===== config.mk =====
export PLATFORM = sky130hd
export DESIGN_NAME = id_ex_stage_flat
export DESIGN_NICKNAME = d
export VERILOG_FILES = /design/src/rtl/id_ex_stage_if.sv /design/src/rtl/id_ex_stage.sv /design/src/flat_wrapper.sv
export SDC_FILE = /design/constraint.sdc
export NUM_CORES = 1
export LEC_CHECK = 0
export ABC_CLOCK_PERIOD_IN_PS = 13800
export BUFFER_PORTS_ARGS = -buffer_cell sky130_fd_sc_hd__buf_2
export CAP_MARGIN = 20
export CORE_AREA = 3 3 125 127
export DETAILED_ROUTE_END_ITERATION = 8
export DIE_AREA = 0 0 128 130
export PLACE_DENSITY = 0.86
export SLEW_MARGIN = 20
export SYNTH_ARGS = -nofsm -noshare
export SYNTH_HDL_FRONTEND = slang
export SYNTH_SLANG_ARGS = --single-unit

===== constraint.sdc =====
create_clock -name clk -period 13.8 [get_ports clk]
set_input_delay 2.07 -clock clk [delete_from_list [all_inputs] [get_ports clk]]
set_output_delay 2.07 -clock clk [all_outputs]
set_load 0.02 [all_outputs]

===== src/rtl/id_ex_stage_if.sv =====
// Bundle between the decoder/ID stage and the ID/EX pipeline register.
// The master drives ID-side fields and pipeline controls; the slave returns the EX-side state.
interface id_ex_stage_if #(
    parameter int unsigned DATA_W = 32,
    parameter int unsigned REG_W  = 5,
    parameter int unsigned CNT_W  = 16
);
    logic              stall;
    logic              flush;
    logic [1:0]        id_alu_op;
    logic              id_alu_src;
    logic              id_reg_dst;
    logic              id_branch;
    logic              id_mem_read;
    logic              id_mem_write;
    logic              id_reg_write;
    logic              id_mem_to_reg;
    logic [REG_W-1:0]  id_rs;
    logic [REG_W-1:0]  id_rt;
    logic [REG_W-1:0]  id_rd;
    logic [DATA_W-1:0] id_rdata1;
    logic [DATA_W-1:0] id_rdata2;
    logic [DATA_W-1:0] id_imm;
    logic [DATA_W-1:0] id_pc4;

    logic [1:0]        ex_alu_op;
    logic              ex_alu_src;
    logic              ex_reg_dst;
    logic              ex_branch;
    logic              ex_mem_read;
    logic              ex_mem_write;
    logic              ex_reg_write;
    logic              ex_mem_to_reg;
    logic [REG_W-1:0]  ex_rs;
    logic [REG_W-1:0]  ex_rt;
    logic [REG_W-1:0]  ex_rd;
    logic [DATA_W-1:0] ex_rdata1;
    logic [DATA_W-1:0] ex_rdata2;
    logic [DATA_W-1:0] ex_imm;
    logic [DATA_W-1:0] ex_pc4;
    logic              ex_valid;
    logic              hazard_detected;
    logic              pc_write;
    logic              if_id_write;
    logic [CNT_W-1:0]  stall_cnt;

    modport master (
        output stall, flush, id_alu_op, id_alu_src, id_reg_dst, id_branch, id_mem_read,
               id_mem_write, id_reg_write, id_mem_to_reg, id_rs, id_rt, id_rd, id_rdata1,
               id_rdata2, id_imm, id_pc4,
        input  ex_alu_op, ex_alu_src, ex_reg_dst, ex_branch, ex_mem_read, ex_mem_write,
               ex_reg_write, ex_mem_to_reg, ex_rs, ex_rt, ex_rd, ex_rdata1, ex_rdata2, ex_imm,
               ex_pc4, ex_valid, hazard_detected, pc_write, if_id_write, stall_cnt
    );

    modport slave (
        input  stall, flush, id_alu_op, id_alu_src, id_reg_dst, id_branch, id_mem_read,
               id_mem_write, id_reg_write, id_mem_to_reg, id_rs, id_rt, id_rd, id_rdata1,
               id_rdata2, id_imm, id_pc4,
        output ex_alu_op, ex_alu_src, ex_reg_dst, ex_branch, ex_mem_read, ex_mem_write,
               ex_reg_write, ex_mem_to_reg, ex_rs, ex_rt, ex_rd, ex_rdata1, ex_rdata2, ex_imm,
               ex_pc4, ex_valid, hazard_detected, pc_write, if_id_write, stall_cnt
    );
endinterface


===== src/rtl/id_ex_stage.sv =====
// ID/EX pipeline register with load-use hazard detection and a saturating stall counter.
// Flush beats stall beats hazard bubble beats normal capture.
module id_ex_stage #(
    parameter int unsigned DATA_W = 32,
    parameter int unsigned REG_W  = 5,
    parameter int unsigned CNT_W  = 16
) (
    input logic          clk,
    input logic          reset,
    id_ex_stage_if.slave bus
);
    logic [1:0]        alu_op_q;
    logic              alu_src_q;
    logic              reg_dst_q;
    logic              branch_q;
    logic              mem_read_q;
    logic              mem_write_q;
    logic              reg_write_q;
    logic              mem_to_reg_q;
    logic [REG_W-1:0]  rs_q;
    logic [REG_W-1:0]  rt_q;
    logic [REG_W-1:0]  rd_q;
    logic [DATA_W-1:0] rdata1_q;
    logic [DATA_W-1:0] rdata2_q;
    logic [DATA_W-1:0] imm_q;
    logic [DATA_W-1:0] pc4_q;
    logic              valid_q;
    logic [CNT_W-1:0]  cnt_q;
    logic              hazard;

    always_comb begin
        hazard = valid_q & mem_read_q & (rt_q != '0) &
                 ((rt_q == bus.id_rs) | (rt_q == bus.id_rt));
    end

    assign bus.hazard_detected = hazard;
    assign bus.pc_write        = ~(hazard | bus.stall);
    assign bus.if_id_write     = ~(hazard | bus.stall);

    always_ff @(posedge clk or posedge reset) begin
        if (reset) begin
            alu_op_q     <= '0;
            alu_src_q    <= 1'b0;
            reg_dst_q    <= 1'b0;
            branch_q     <= 1'b0;
            mem_read_q   <= 1'b0;
            mem_write_q  <= 1'b0;
            reg_write_q  <= 1'b0;
            mem_to_reg_q <= 1'b0;
            rs_q         <= '0;
            rt_q         <= '0;
            rd_q         <= '0;
            rdata1_q     <= '0;
            rdata2_q     <= '0;
            imm_q        <= '0;
            pc4_q        <= '0;
            valid_q      <= 1'b0;
            cnt_q        <= '0;
        end else if (!bus.stall || bus.flush) begin
            // Data fields always follow ID here; on a bubble they are don't-care.
            rs_q     <= bus.id_rs;
            rt_q     <= bus.id_rt;
            rd_q     <= bus.id_rd;
            rdata1_q <= bus.id_rdata1;
            rdata2_q <= bus.id_rdata2;
            imm_q    <= bus.id_imm;
            pc4_q    <= bus.id_pc4;
            if (bus.flush || hazard) begin
                alu_op_q     <= '0;
                alu_src_q    <= 1'b0;
                reg_dst_q    <= 1'b0;
                branch_q     <= 1'b0;
                mem_read_q   <= 1'b0;
                mem_write_q  <= 1'b0;
                reg_write_q  <= 1'b0;
                mem_to_reg_q <= 1'b0;
                valid_q      <= 1'b0;
            end else begin
                alu_op_q     <= bus.id_alu_op;
                alu_src_q    <= bus.id_alu_src;
                reg_dst_q    <= bus.id_reg_dst;
                branch_q     <= bus.id_branch;
                mem_read_q   <= bus.id_mem_read;
                mem_write_q  <= bus.id_mem_write;
                reg_write_q  <= bus.id_reg_write;
                mem_to_reg_q <= bus.id_mem_to_reg;
                valid_q      <= 1'b1;
            end
            if (!bus.flush && hazard && (cnt_q != '1)) begin
                cnt_q <= cnt_q + 1'b1;
            end
        end
    end

    assign bus.ex_alu_op     = alu_op_q;
    assign bus.ex_alu_src    = alu_src_q;
    assign bus.ex_reg_dst    = reg_dst_q;
    assign bus.ex_branch     = branch_q;
    assign bus.ex_mem_read   = mem_read_q;
    assign bus.ex_mem_write  = mem_write_q;
    assign bus.ex_reg_write  = reg_write_q;
    assign bus.ex_mem_to_reg = mem_to_reg_q;
    assign bus.ex_rs         = rs_q;
    assign bus.ex_rt         = rt_q;
    assign bus.ex_rd         = rd_q;
    assign bus.ex_rdata1     = rdata1_q;
    assign bus.ex_rdata2     = rdata2_q;
    assign bus.ex_imm        = imm_q;
    assign bus.ex_pc4        = pc4_q;
    assign bus.ex_valid      = valid_q;
    assign bus.stall_cnt     = cnt_q;
endmodule


===== src/flat_wrapper.sv =====
// flat-port wrapper written by rule: the top's interface ports become plain ports
module id_ex_stage_flat 
#(
    parameter int unsigned DATA_W = 32,
    parameter int unsigned REG_W  = 5,
    parameter int unsigned CNT_W  = 16
)
  (clk, reset, bus_stall, bus_flush, bus_id_alu_op, bus_id_alu_src, bus_id_reg_dst, bus_id_branch, bus_id_mem_read, bus_id_mem_write, bus_id_reg_write, bus_id_mem_to_reg, bus_id_rs, bus_id_rt, bus_id_rd, bus_id_rdata1, bus_id_rdata2, bus_id_imm, bus_id_pc4, bus_ex_alu_op, bus_ex_alu_src, bus_ex_reg_dst, bus_ex_branch, bus_ex_mem_read, bus_ex_mem_write, bus_ex_reg_write, bus_ex_mem_to_reg, bus_ex_rs, bus_ex_rt, bus_ex_rd, bus_ex_rdata1, bus_ex_rdata2, bus_ex_imm, bus_ex_pc4, bus_ex_valid, bus_hazard_detected, bus_pc_write, bus_if_id_write, bus_stall_cnt);
  id_ex_stage_if #(.DATA_W(DATA_W), .REG_W(REG_W), .CNT_W(CNT_W)) bus_i ();
  input logic clk;
  input logic reset;
  input wire logic [$bits(bus_i.stall)-1:0] bus_stall;
  input wire logic [$bits(bus_i.flush)-1:0] bus_flush;
  input wire logic [$bits(bus_i.id_alu_op)-1:0] bus_id_alu_op;
  input wire logic [$bits(bus_i.id_alu_src)-1:0] bus_id_alu_src;
  input wire logic [$bits(bus_i.id_reg_dst)-1:0] bus_id_reg_dst;
  input wire logic [$bits(bus_i.id_branch)-1:0] bus_id_branch;
  input wire logic [$bits(bus_i.id_mem_read)-1:0] bus_id_mem_read;
  input wire logic [$bits(bus_i.id_mem_write)-1:0] bus_id_mem_write;
  input wire logic [$bits(bus_i.id_reg_write)-1:0] bus_id_reg_write;
  input wire logic [$bits(bus_i.id_mem_to_reg)-1:0] bus_id_mem_to_reg;
  input wire logic [$bits(bus_i.id_rs)-1:0] bus_id_rs;
  input wire logic [$bits(bus_i.id_rt)-1:0] bus_id_rt;
  input wire logic [$bits(bus_i.id_rd)-1:0] bus_id_rd;
  input wire logic [$bits(bus_i.id_rdata1)-1:0] bus_id_rdata1;
  input wire logic [$bits(bus_i.id_rdata2)-1:0] bus_id_rdata2;
  input wire logic [$bits(bus_i.id_imm)-1:0] bus_id_imm;
  input wire logic [$bits(bus_i.id_pc4)-1:0] bus_id_pc4;
  output wire logic [$bits(bus_i.ex_alu_op)-1:0] bus_ex_alu_op;
  output wire logic [$bits(bus_i.ex_alu_src)-1:0] bus_ex_alu_src;
  output wire logic [$bits(bus_i.ex_reg_dst)-1:0] bus_ex_reg_dst;
  output wire logic [$bits(bus_i.ex_branch)-1:0] bus_ex_branch;
  output wire logic [$bits(bus_i.ex_mem_read)-1:0] bus_ex_mem_read;
  output wire logic [$bits(bus_i.ex_mem_write)-1:0] bus_ex_mem_write;
  output wire logic [$bits(bus_i.ex_reg_write)-1:0] bus_ex_reg_write;
  output wire logic [$bits(bus_i.ex_mem_to_reg)-1:0] bus_ex_mem_to_reg;
  output wire logic [$bits(bus_i.ex_rs)-1:0] bus_ex_rs;
  output wire logic [$bits(bus_i.ex_rt)-1:0] bus_ex_rt;
  output wire logic [$bits(bus_i.ex_rd)-1:0] bus_ex_rd;
  output wire logic [$bits(bus_i.ex_rdata1)-1:0] bus_ex_rdata1;
  output wire logic [$bits(bus_i.ex_rdata2)-1:0] bus_ex_rdata2;
  output wire logic [$bits(bus_i.ex_imm)-1:0] bus_ex_imm;
  output wire logic [$bits(bus_i.ex_pc4)-1:0] bus_ex_pc4;
  output wire logic [$bits(bus_i.ex_valid)-1:0] bus_ex_valid;
  output wire logic [$bits(bus_i.hazard_detected)-1:0] bus_hazard_detected;
  output wire logic [$bits(bus_i.pc_write)-1:0] bus_pc_write;
  output wire logic [$bits(bus_i.if_id_write)-1:0] bus_if_id_write;
  output wire logic [$bits(bus_i.stall_cnt)-1:0] bus_stall_cnt;
  assign bus_i.stall = bus_stall;
  assign bus_i.flush = bus_flush;
  assign bus_i.id_alu_op = bus_id_alu_op;
  assign bus_i.id_alu_src = bus_id_alu_src;
  assign bus_i.id_reg_dst = bus_id_reg_dst;
  assign bus_i.id_branch = bus_id_branch;
  assign bus_i.id_mem_read = bus_id_mem_read;
  assign bus_i.id_mem_write = bus_id_mem_write;
  assign bus_i.id_reg_write = bus_id_reg_write;
  assign bus_i.id_mem_to_reg = bus_id_mem_to_reg;
  assign bus_i.id_rs = bus_id_rs;
  assign bus_i.id_rt = bus_id_rt;
  assign bus_i.id_rd = bus_id_rd;
  assign bus_i.id_rdata1 = bus_id_rdata1;
  assign bus_i.id_rdata2 = bus_id_rdata2;
  assign bus_i.id_imm = bus_id_imm;
  assign bus_i.id_pc4 = bus_id_pc4;
  assign bus_ex_alu_op = bus_i.ex_alu_op;
  assign bus_ex_alu_src = bus_i.ex_alu_src;
  assign bus_ex_reg_dst = bus_i.ex_reg_dst;
  assign bus_ex_branch = bus_i.ex_branch;
  assign bus_ex_mem_read = bus_i.ex_mem_read;
  assign bus_ex_mem_write = bus_i.ex_mem_write;
  assign bus_ex_reg_write = bus_i.ex_reg_write;
  assign bus_ex_mem_to_reg = bus_i.ex_mem_to_reg;
  assign bus_ex_rs = bus_i.ex_rs;
  assign bus_ex_rt = bus_i.ex_rt;
  assign bus_ex_rd = bus_i.ex_rd;
  assign bus_ex_rdata1 = bus_i.ex_rdata1;
  assign bus_ex_rdata2 = bus_i.ex_rdata2;
  assign bus_ex_imm = bus_i.ex_imm;
  assign bus_ex_pc4 = bus_i.ex_pc4;
  assign bus_ex_valid = bus_i.ex_valid;
  assign bus_hazard_detected = bus_i.hazard_detected;
  assign bus_pc_write = bus_i.pc_write;
  assign bus_if_id_write = bus_i.if_id_write;
  assign bus_stall_cnt = bus_i.stall_cnt;
  id_ex_stage #(.DATA_W(DATA_W), .REG_W(REG_W), .CNT_W(CNT_W)) u_core (.clk(clk), .reset(reset), .bus(bus_i));
endmodule

==> impl_metrics.yaml <==
yosys:
  syn_inst: 447
  avgSynthCellArea_um2: 15.1
  yosys_register_bits: 169
  synth_area_um2: 6730
  seq_area_frac_synth_pct: 62.8
  syn_nets: 604
  yosys_warnings: 0
  synth_cell_type_count: 36
global_routing:
  grt_start_max_net_pins: 93
  antenna_found_initial: 0
  overflow: 0
  grt_pass1_vias: 4988
  grt_pass1_wl_um: 25800
  grt_usage_pct: 20.0
worst_setup_path:
  crit_arrival_ns: 3.46
  endpoint_kind: "primary output"
  r2r_cells: 4
  crit_slowest_cell: "o2111ai_4"
  path_max_fanout: 26
  path_class: "in2out"
  cp_common_cell: "buf_2"
  required_ns: 11.73
  cp-start-kind: "primary input"
  cpPeakStageDelay_ns: 0.39
  path_cells: "buf_2, xnor2_1, nand3_1, o22ai_2, o2111ai_4, inv_1, nor2_1, buf_2"
sta:
  slew-limit-headroom_pct: 35.2
  rsz0062_at_grt: "no"
  worstMarginPinSlew_ns: 0.972
  final-hold-violation-count: 0
  slew_viol_final: 0
  setup_viol: 0
  holdWs_ns: 0.499
  fin_tns_setup_ns: 0
  layout_setup_ws_ns: 8.27
  post-route-period-util_pct: 40.0
  finClkSkew_ns: 0.00602
  fin_crit_ns: 5.53
  fmax_mhz: 181
placed_design:
  hpwl_um: 13000
  port_buffers: 327
  place_congestion: 0.777
  dpl_worst_slack_ns: 8.26
floorplanning:
  coreArea_um2: 14500
  initial_core_util_pct: 46.3
  std_cell_rows: 44
  dieWidth_um: 128
  die_area_um2: 16600
  die_h_um: 130
  io_pins: 328
clock_tree:
  cts_tree: "yes"
  clk_latency_ns: 0.41
  cts_hold_buf: 0
  clk_pin_slew_ns: 0.06
  htreeDepth: 4
  post-cts-setup-buffers: 0
  cts_made_buffers: 17
  cts.sinks: 169
  ctsRootBufferMaster: "clkbuf_16"
  cts_resized: 0
  cts_buffer_depth: 2
pwr:
  p_per_area_nw_per_um2: 135
  p_leak_uw: 0.00452
  finalPower_uw: 1230
  ir_worst_vdd_uv: 78.4
job:
  max_cap_viol_count: 0
outcome:
  status: "finished clean"
cells_and_area:
  final_core_util_pct: 62.8
  num-nets-final: 930
  syn_to_final_growth_pct: 35.6
  drive_gt1_share_pct: 65.8
detailed_routing:
  drt_wl_total_um: 17400
  first_pass_iters: 4
  viasPerCell: 4.99
  drc: 0
  drt_iter0_drc: 234
  ant_nets: 0
  vias: 4844
  wl_per_cell_um: 18.0
min_path:
  hold_path_class: "reg2reg"
  hold_depth: 1
==> cells in the mapped netlist, drive strengths merged <==
cell type	number	area, µm²
nor4	1	12.5
nor3	6	40.0
clkbuf	11	41.3
and3	4	26.3
ha	1	12.5
nand2b	2	15.0
and4bb	1	12.5
nor2	7	26.3
xor2	9	78.8
a21oi	9	45.0
nand4	3	18.8
and2	1	6.26
o211ai	1	12.5
mux2i	1	10.0
nand3	11	55.1
o2111ai	1	26.3
inv	3	11.3
dfrtp	169	4230
nand4b	2	17.5
buf	11	68.8
or3	4	30.0
nand2	16	60.1
and4	1	8.76
xnor2	16	140
or4	1	11.3
o22ai	1	12.5
mux2	144	1630
or2	1	8.76
nand3b	9	67.6
==> metal layers <==
layer	GRT usage, %	part of all wire (%)	up-vias
li1	-	-	2223
met3	5.32	6.5	28
met2	35.7	54	178
met4	7.62	2.0	0
met5	0	0	-
met1	23.0	37	2415
==> through the flow <==
stage          cell area, µm²  std cells
5_1_grt                  9130        970
6_report                 9130        971
3_3_place_gp             8510        938
3_5_place_dp             8510        938
4_1_cts                  9130        970
2_1_floorplan            6730        447
==> kinds of logic after synthesis <==
kind of cell,Yosys count,synth area share [%]
mux,145,24.3
compound gates,12,1.43
buf+inv,25,1.80
simple gates,70,6.19
flops,169,62.8
fa+ha+maj,1,0.186
xor+xnor,25,3.25
==> layout by cell type, fill, tap and decap left out, drive strengths merged, types with 2 or more instances in the layout <==
cell type / Yosys / routed
a21oi: 9 / 9
and3: 4 / 4
buf: 11 / 329
bufinv: 0 / 3
clkbuf: 11 / 20
clkinvlp: 0 / 5
dfrtp: 169 / 169
inv: 3 / 7
mux2: 144 / 144
nand2: 16 / 16
nand2b: 2 / 2
nand3: 11 / 11
nand3b: 9 / 9
nand4: 3 / 3
nand4b: 2 / 2
nor2: 7 / 7
nor3: 6 / 6
or3: 4 / 4
xnor2: 16 / 16
xor2: 9 / 9
==> power by group <==
| part | internal, µW | switching (µW) |
|---|---|---|
| Sequential | 533 | 22.0 |
| Clock | 293 | 200 |
| Combinational | 78.8 | 106 |
==> final cells by class <==
cell class              instances  area, µm²
clock buffers                  20        447
inverters                       3       16.3
clock inverters                12        165
diodes                          1       2.50
fillers                      1149       5410
repair buffers                329       1650
flip-flops and latches        169       4230
multi-input cells             253       2390
well taps                     184        230
==> worst max-delay path, delay by kind of cell <==
family          cells  cell delay, ns
compound gates      2            0.61
buf+inv             3            0.45
simple gates        2            0.18
xor+xnor            1            0.14
==> final timing paths <==
| check | startpoint | end | slack [ns] |
|---|---|---|---|
| max | bus_id_rs[0] | bus_pc_write | 8.27 |
| min | u_core.bus.ex_pc4[24] | u_core.bus.ex_pc4[24] | 0.50 |
| max reg2reg | u_core.bus.ex_rt[0] | u_core.bus.stall_cnt[1] | 11.53 |
| min reg2reg | u_core.bus.ex_pc4[24] | u_core.bus.ex_pc4[24] | 0.50 |
| max in group asynchronous | reset | u_core.bus.ex_reg_dst | 10.53 |
| min in group asynchronous | reset | u_core.bus.ex_rdata2[18] | 1.79 |
Power figures use the tool's default switching activity.
